### src/rtl/register_renamer_if.sv
// rtl/register_renamer_if.sv - decoder/ROB-facing signal bundle of the rename stage
// master drives decode, retire and rollback traffic; slave is the renamer.
interface register_renamer_if #(
  parameter int REG_FILE_ADDR_WIDTH = 7
);
  logic                           rename_valid;
  logic                           rename_ready;
  logic [31:0]                    rename_instr;
  logic                           rename_has_dest;
  logic [REG_FILE_ADDR_WIDTH-1:0] src1_phys;
  logic [REG_FILE_ADDR_WIDTH-1:0] src2_phys;
  logic                           rob_full;
  logic                           rob_write_en;
  logic [31:0]                    rob_instr;
  logic [REG_FILE_ADDR_WIDTH-1:0] rob_dest_reg;
  logic [REG_FILE_ADDR_WIDTH-1:0] rob_old_dest_reg;
  logic                           retire_valid;
  logic [REG_FILE_ADDR_WIDTH-1:0] retire_old_dest_reg;
  logic                           rollback_valid;
  logic [31:0]                    rollback_instr;
  logic [REG_FILE_ADDR_WIDTH-1:0] rollback_dest_reg;
  logic [REG_FILE_ADDR_WIDTH-1:0] rollback_old_dest_reg;
  logic [REG_FILE_ADDR_WIDTH:0]   free_count;
  logic                           rolling_back;

  modport master (
    output rename_valid, rename_instr, rename_has_dest, rob_full,
           retire_valid, retire_old_dest_reg,
           rollback_valid, rollback_instr, rollback_dest_reg, rollback_old_dest_reg,
    input  rename_ready, src1_phys, src2_phys, rob_write_en, rob_instr,
           rob_dest_reg, rob_old_dest_reg, free_count, rolling_back
  );

  modport slave (
    input  rename_valid, rename_instr, rename_has_dest, rob_full,
           retire_valid, retire_old_dest_reg,
           rollback_valid, rollback_instr, rollback_dest_reg, rollback_old_dest_reg,
    output rename_ready, src1_phys, src2_phys, rob_write_en, rob_instr,
           rob_dest_reg, rob_old_dest_reg, free_count, rolling_back
  );
endinterface

### src/rtl/register_renamer.sv
// rtl/register_renamer.sv - rename stage: alias table, circular free list, rollback FSM
// Allocates destination registers into the ROB, recycles on retire, restores on rollback.
module register_renamer #(
  parameter int REG_FILE_ADDR_WIDTH = 7,
  parameter int ARCH_REG_COUNT      = 32
) (
  input logic               i_clock,
  input logic               i_reset,
  register_renamer_if.slave rr_bus
);
  localparam int AW         = REG_FILE_ADDR_WIDTH;
  localparam int PHYS_COUNT = 1 << AW;
  localparam int INIT_FREE  = PHYS_COUNT - ARCH_REG_COUNT;

  typedef enum logic {ST_NORMAL, ST_ROLLBACK} state_t;

  state_t        r_state;
  state_t        w_state_next;
  logic [AW-1:0] r_rat [ARCH_REG_COUNT];
  logic [AW-1:0] r_fl  [PHYS_COUNT];
  logic [AW-1:0] r_head;
  logic [AW-1:0] r_tail;
  logic [AW:0]   r_count;

  logic [4:0]    w_rd;
  logic [4:0]    w_rs1;
  logic [4:0]    w_rs2;
  logic [4:0]    w_rb_rd;
  logic          w_needs_alloc;
  logic          w_ready;
  logic          w_accept;
  logic          w_alloc;
  logic          w_rb_push;
  logic          w_ret_push;
  logic [AW:0]   w_count_next;

  assign w_rd    = rr_bus.rename_instr[11:7];
  assign w_rs1   = rr_bus.rename_instr[19:15];
  assign w_rs2   = rr_bus.rename_instr[24:20];
  assign w_rb_rd = rr_bus.rollback_instr[11:7];

  assign w_needs_alloc = rr_bus.rename_has_dest && (w_rd != 5'd0);
  assign w_ready       = i_reset && (r_state == ST_NORMAL) && !rr_bus.rollback_valid
                         && !rr_bus.rob_full && ((r_count != '0) || !w_needs_alloc);
  assign w_accept      = rr_bus.rename_valid && w_ready;
  assign w_alloc       = w_accept && w_needs_alloc;
  assign w_rb_push     = rr_bus.rollback_valid && (rr_bus.rollback_dest_reg != '0);
  assign w_ret_push    = rr_bus.retire_valid && (rr_bus.retire_old_dest_reg != '0);
  assign w_count_next  = r_count - {{AW{1'b0}}, w_alloc}
                         + {{AW{1'b0}}, w_rb_push} + {{AW{1'b0}}, w_ret_push};

  // Sources read the pre-update table, so rd==rs sees the previous mapping.
  assign rr_bus.rename_ready     = w_ready;
  assign rr_bus.rob_write_en     = w_accept;
  assign rr_bus.rob_instr        = rr_bus.rename_instr;
  assign rr_bus.src1_phys        = r_rat[w_rs1];
  assign rr_bus.src2_phys        = r_rat[w_rs2];
  assign rr_bus.rob_dest_reg     = w_needs_alloc ? r_fl[r_head] : '0;
  assign rr_bus.rob_old_dest_reg = w_needs_alloc ? r_rat[w_rd] : '0;
  assign rr_bus.free_count       = r_count;
  assign rr_bus.rolling_back     = i_reset && (r_state == ST_ROLLBACK);

  always_comb begin
    w_state_next = r_state;
    case (r_state)
      ST_NORMAL:   if (rr_bus.rollback_valid) w_state_next = ST_ROLLBACK;
      ST_ROLLBACK: if (!rr_bus.rollback_valid) w_state_next = ST_NORMAL;
    endcase
  end

  always_ff @(posedge i_clock) begin
    if (!i_reset) begin
      r_state <= ST_NORMAL;
      for (int i = 0; i < ARCH_REG_COUNT; i++) r_rat[i] <= AW'(i);
      for (int i = 0; i < PHYS_COUNT; i++) r_fl[i] <= (i < INIT_FREE) ? AW'(i + ARCH_REG_COUNT) : '0;
      r_head  <= '0;
      r_tail  <= AW'(INIT_FREE);
      r_count <= (AW+1)'(INIT_FREE);
    end else begin
      r_state <= w_state_next;
      if (w_alloc) begin
        r_rat[w_rd] <= r_fl[r_head];
        r_head      <= r_head + 1'b1;
      end
      // Rollback entry takes the first tail slot; a same-cycle retire lands behind it.
      if (w_rb_push) begin
        if (w_rb_rd != 5'd0) r_rat[w_rb_rd] <= rr_bus.rollback_old_dest_reg;
        r_fl[r_tail] <= rr_bus.rollback_dest_reg;
      end
      if (w_ret_push) r_fl[w_rb_push ? r_tail + 1'b1 : r_tail] <= rr_bus.retire_old_dest_reg;
      r_tail  <= r_tail + AW'(w_rb_push) + AW'(w_ret_push);
      r_count <= w_count_next;
    end
  end

  a_free_list_overflow: assert property (@(posedge i_clock) disable iff (!i_reset)
    w_count_next <= (AW+1)'(PHYS_COUNT));
endmodule

### src/flat_wrapper.sv
// flat-port wrapper written by rule: the top's interface ports become plain ports
module register_renamer_flat 
#(
  parameter int REG_FILE_ADDR_WIDTH = 7,
  parameter int ARCH_REG_COUNT      = 32
)
  (i_clock, i_reset, rr_bus_rename_valid, rr_bus_rename_instr, rr_bus_rename_has_dest, rr_bus_rob_full, rr_bus_retire_valid, rr_bus_retire_old_dest_reg, rr_bus_rollback_valid, rr_bus_rollback_instr, rr_bus_rollback_dest_reg, rr_bus_rollback_old_dest_reg, rr_bus_rename_ready, rr_bus_src1_phys, rr_bus_src2_phys, rr_bus_rob_write_en, rr_bus_rob_instr, rr_bus_rob_dest_reg, rr_bus_rob_old_dest_reg, rr_bus_free_count, rr_bus_rolling_back);
  register_renamer_if #(.REG_FILE_ADDR_WIDTH(REG_FILE_ADDR_WIDTH)) rr_bus_i ();
  input logic i_clock;
  input logic i_reset;
  input wire logic [$bits(rr_bus_i.rename_valid)-1:0] rr_bus_rename_valid;
  input wire logic [$bits(rr_bus_i.rename_instr)-1:0] rr_bus_rename_instr;
  input wire logic [$bits(rr_bus_i.rename_has_dest)-1:0] rr_bus_rename_has_dest;
  input wire logic [$bits(rr_bus_i.rob_full)-1:0] rr_bus_rob_full;
  input wire logic [$bits(rr_bus_i.retire_valid)-1:0] rr_bus_retire_valid;
  input wire logic [$bits(rr_bus_i.retire_old_dest_reg)-1:0] rr_bus_retire_old_dest_reg;
  input wire logic [$bits(rr_bus_i.rollback_valid)-1:0] rr_bus_rollback_valid;
  input wire logic [$bits(rr_bus_i.rollback_instr)-1:0] rr_bus_rollback_instr;
  input wire logic [$bits(rr_bus_i.rollback_dest_reg)-1:0] rr_bus_rollback_dest_reg;
  input wire logic [$bits(rr_bus_i.rollback_old_dest_reg)-1:0] rr_bus_rollback_old_dest_reg;
  output wire logic [$bits(rr_bus_i.rename_ready)-1:0] rr_bus_rename_ready;
  output wire logic [$bits(rr_bus_i.src1_phys)-1:0] rr_bus_src1_phys;
  output wire logic [$bits(rr_bus_i.src2_phys)-1:0] rr_bus_src2_phys;
  output wire logic [$bits(rr_bus_i.rob_write_en)-1:0] rr_bus_rob_write_en;
  output wire logic [$bits(rr_bus_i.rob_instr)-1:0] rr_bus_rob_instr;
  output wire logic [$bits(rr_bus_i.rob_dest_reg)-1:0] rr_bus_rob_dest_reg;
  output wire logic [$bits(rr_bus_i.rob_old_dest_reg)-1:0] rr_bus_rob_old_dest_reg;
  output wire logic [$bits(rr_bus_i.free_count)-1:0] rr_bus_free_count;
  output wire logic [$bits(rr_bus_i.rolling_back)-1:0] rr_bus_rolling_back;
  assign rr_bus_i.rename_valid = rr_bus_rename_valid;
  assign rr_bus_i.rename_instr = rr_bus_rename_instr;
  assign rr_bus_i.rename_has_dest = rr_bus_rename_has_dest;
  assign rr_bus_i.rob_full = rr_bus_rob_full;
  assign rr_bus_i.retire_valid = rr_bus_retire_valid;
  assign rr_bus_i.retire_old_dest_reg = rr_bus_retire_old_dest_reg;
  assign rr_bus_i.rollback_valid = rr_bus_rollback_valid;
  assign rr_bus_i.rollback_instr = rr_bus_rollback_instr;
  assign rr_bus_i.rollback_dest_reg = rr_bus_rollback_dest_reg;
  assign rr_bus_i.rollback_old_dest_reg = rr_bus_rollback_old_dest_reg;
  assign rr_bus_rename_ready = rr_bus_i.rename_ready;
  assign rr_bus_src1_phys = rr_bus_i.src1_phys;
  assign rr_bus_src2_phys = rr_bus_i.src2_phys;
  assign rr_bus_rob_write_en = rr_bus_i.rob_write_en;
  assign rr_bus_rob_instr = rr_bus_i.rob_instr;
  assign rr_bus_rob_dest_reg = rr_bus_i.rob_dest_reg;
  assign rr_bus_rob_old_dest_reg = rr_bus_i.rob_old_dest_reg;
  assign rr_bus_free_count = rr_bus_i.free_count;
  assign rr_bus_rolling_back = rr_bus_i.rolling_back;
  register_renamer #(.REG_FILE_ADDR_WIDTH(REG_FILE_ADDR_WIDTH), .ARCH_REG_COUNT(ARCH_REG_COUNT)) u_core (.i_clock(i_clock), .i_reset(i_reset), .rr_bus(rr_bus_i));
endmodule
### config.mk
export PLATFORM = sky130hd
export DESIGN_NAME = register_renamer_flat
export DESIGN_NICKNAME = d
export VERILOG_FILES = /design/src/rtl/register_renamer_if.sv /design/src/rtl/register_renamer.sv /design/src/flat_wrapper.sv
export SDC_FILE = /design/constraint.sdc
export NUM_CORES = 2
export LEC_CHECK = 0
export BUFFER_PORTS_ARGS = -buffer_cell sky130_fd_sc_hd__buf_2
export CAP_MARGIN = 10
export CORE_MARGIN = 4
export CORE_UTILIZATION = 50
export CTS_CLUSTER_DIAMETER = 200
export DETAILED_ROUTE_END_ITERATION = 10
export PLACE_DENSITY_LB_ADDON = 0.12
export SYNTH_ARGS = -nofsm -noshare
export SYNTH_HDL_FRONTEND = slang
export SYNTH_SLANG_ARGS = --single-unit
export TNS_END_PERCENT = 1
### constraint.sdc
create_clock -name i_clock -period 6.1 [get_ports i_clock]
set_input_delay 1.22 -clock i_clock [delete_from_list [all_inputs] [get_ports i_clock]]
set_output_delay 1.22 -clock i_clock [all_outputs]
set_load 0.1 [all_outputs]
==> results by group <==
STA
  – Hold Slack: 0.4979 ns
  – RSZ-0062 raised after global routing: false
  – Final min period: 6.039 ns
  – Fin. Hold Viols: 0
  – Final setup viols: 0
  – Skew final: 0.03754 ns
  – Slew Viols, Final: 0
  – Relative slew margins: about an eighth
  – Setup TNS: 0 ns
  – Worst-Margin Slew: 1.303 ns
  – FMAX: between 150 and 200 MHz
  – Final Cycle Share: 99.01%

Logic synthesis
  – Primary FF master, synth: edfxtp_1
  – Post-synth EDFFs: between 1000 and 1500
  – Post-synthesis instance total: between 4000 and 5000
  – Yosys Warn Count: 0
  – Avg Inst Size Synth: ~13 µm²
  – Yosys cell types: 65
  – Post-synth top area cell: edfxtp_1
  – Synth Cell Area: 60870 µm²
  – Post-synthesis sequential element count: roughly 1200
  – Seq/Total Area, Yosys: around 56%
  – Synth async-reset ratio: 0%
  – Top cells by area, synth: edfxtp_1, mux4_2, a22o_1
  – Top cell type's share of synthesized area: about 55%

Run status
  – Status: completed

Drt
  – Vias/cell: between 7 and 8
  – Drt first-iter violations: 8607
  – Post-Route WL: 245600 µm
  – Routed via count: about 47000
  – Final antenna-violating net count: 0
  – # DRC: 0
  – Pre-antenna DRT Iters: 6
  – Routed length per instance: around 39 µm

Global routing
  – Vias in the first global route: 43910
  – First-pass GRT wire length: 340500 µm
  – GRT Util Overall: 37.89%
  – Remaining global-route overflow: 0
  – Largest net degree at the start of global routing: 83
  – Initial antenna violation count: 14

CTS
  – Worst skew pair latency: around 0.75 ns
  – Hold Buf Count CTS: 0
  – Clock tree sinks: 1150
  – Buffer depth of the longest clock path: 3
  – Setup Buffers After CTS: 0
  – Post_cts resized: 0
  – Clk pin slew, worst setup/hold paths: 0.06 ns
  – CTS tree: built
  – Clk Tree Root Cell: clkbuf_16
  – Total CTS buffers: between 100 and 150
  – # H-tree levels: 3

Placement
  – Hpwl dp: 163700 µm
  – PortBufs: 101
  – GP Congestion: 1.055
  – Placed cell area: 63510 µm²

Cells and area
  – Fraction of layout cells with a size suffix above 1: 21.52%
  – Final nets: around 4600
  – Cell area after layout: just under 70000 µm²
  – Synthesis-to-layout area growth: 11.02%

Worst setup path
  – Setup CP Type: register to primary output
  – Reg2reg end: u_core.r_fl[82][5]
  – Worst R2R Start: u_core.r_tail[2]
  – WP depth: 7
  – Critical Path AT: 4.82 ns
  – Worst-case reg-to-reg path depth: 7
  – CP top delay family: multiplexers
  – Max stage delay on crit path: 0.70 ns
  – Largest fanout on the critical path: 57
  – Critical path's most frequent cell: mux4_2
  – Buffer and inverter count on the worst path: 2
  – Crit path launch type: register
  – Crit end category: primary output
  – CP Cell Sequence: buf_12 -> mux4_2 -> mux4_2 -> mux4_2 -> mux2i_1 -> nor2_1 -> buf_2
  – R2R setup slack: around 1.1 ns
  – CP max-delay cell: mux2i_1
  – Critical Path RT: 4.88 ns
  – End point of the critical path: rr_bus_rob_dest_reg[0]

Worst hold path
  – Worst hold path class: register to register

Floorplan
  – Row cnt: between 100 and 150
  – Starting density of the core: 50.54%
  – Placeable Area: between 100000 and 150000 µm²
  – I/O Pins: 163
  – Die ar.: 127400 µm²
  – Die height: 356.9 µm
  – Die X: between 300 and 400 µm

Power and ir drop
  – Pwr Total: approximately 19000 µW
  – Power density cells: 277.8 nW/µm²
  – Max VDD drop: 0.2714 mV
  – Static Leak: 0.02038 µW

Job
  – Max_cap viols: 0
-- tightest hold or removal path, cell delays in order, from the launching register on --
cell	delay, ns
dfxtp_1	0.31
o21ai_0	0.07
a21oi_1	0.07
-- cell type report --
cell class	count	area, µm²
antenna	13	32.53
multi-input combinational	2878	24580
clock buffer	146	3216
timing repair buffer	341	2546
fill	10010	52870
inverter	35	133.9
sequential	1150	34250
tap	1612	2017
clock inverter	78	813.3
-- per-layer routing --
layer	vias up	wire length (µm)	GRT usage (%)
li1	18400	-	-
met1	23750	86410	50.12
met2	4159	104500	54.29
met3	915	35440	12.22
met4	8	19170	23.78
met5	-	146	0.7170
-- power by group --
group	internal, µW	total (µW)	leakage (µW)	switching [µW]
logic	544	2180	0.00818	1630
registers	8850	8960	0.0102	113
clock network	4310	7630	0.00198	3320
-- worst min-delay path by stage --
| stage | start | to | slack [ns] | depth (start not counted) |
|---|---|---|---|---|
| after global routing | u_core.r_head[5] | register | 0.55 | 2 |
| after detailed placement | u_core.r_head[5] | register | 0.49 | 2 |
| after floorplan | u_core.r_head[5] | register | 0.47 | 2 |
| after CTS | u_core.r_head[5] | register | 0.50 | 2 |
| final | u_core.r_head[5] | register | 0.50 | 2 |
| after global placement | u_core.r_head[5] | register | 0.49 | 2 |
-- placed cells by master, fill, tap and decap left out, drive strengths merged, types with 72 or more instances in the layout --
cell	instances
a2bb2oi	72
mux4	385
buf	341
clkbuf	146
o22ai	247
a21oi	115
mux2i	147
edfxtp	1120
a22o	306
o211ai	72
nor2	487
nand3	76
a22oi	156
nand2	366
-- flip-flops by register name (all words and copies together) (netlist names), named ones only --
signal,count
u_core.r_rat,224
u_core.r_head,7
u_core.r_tail,7
u_core.r_state,1
u_core.rr_bus.free_count,8
u_core.r_fl,896
-- metrics by stage --
stage                     utilization [%]  worst slack [ns]  cells
after floorplan                         -            0.4851   4549
after global placement              52.73            0.6528   6016
after detailed placement            52.73            0.6130   6016
after CTS                           56.07            0.1379   6240
after global routing                56.09           0.09749   6242
final                               56.11           0.06066   6253
-- cell usage after synthesis, drive strengths merged (5+ instances only) --
master   count
and3         5
o211ai      72
o32a        66
a2111oi      6
edfxtp    1120
a211oi       6
mux4       385
a22oi      156
nor3        27
buf        148
nor2       487
nor2b       23
dfxtp       30
inv         31
xor2         9
a22o       306
o32ai        5
a31oi       23
mux2i      147
a2bb2oi     72
o22a        11
or3         40
nand3       76
ha          13
o221ai      26
nand2b      16
o21ai       15
clkbuf     338
o41ai        5
mux2        31
xnor2        6
o22ai      247
nor4         6
and2        39
a21oi      115
nand4       15
a32oi       16
nand2      366
-- logic make-up after synthesis --
| logic type | after synthesis | share of synthesized area [%] |
|---|---|---|
| muxes | 563 | 17.23 |
| and+or+nand+nor | 1111 | 7.729 |
| adders and majority gates | 16 | 0.3659 |
| buffers and inverters | 521 | 3.661 |
| xor gates and xnor gates | 15 | 0.2158 |
| AOI/OAI and AO/OA | 1166 | 14.55 |
| DFF | 1150 | 56.24 |
| other | 1 | 0.006160 |
No activity file was read; power rests on OpenSTA's default activity.
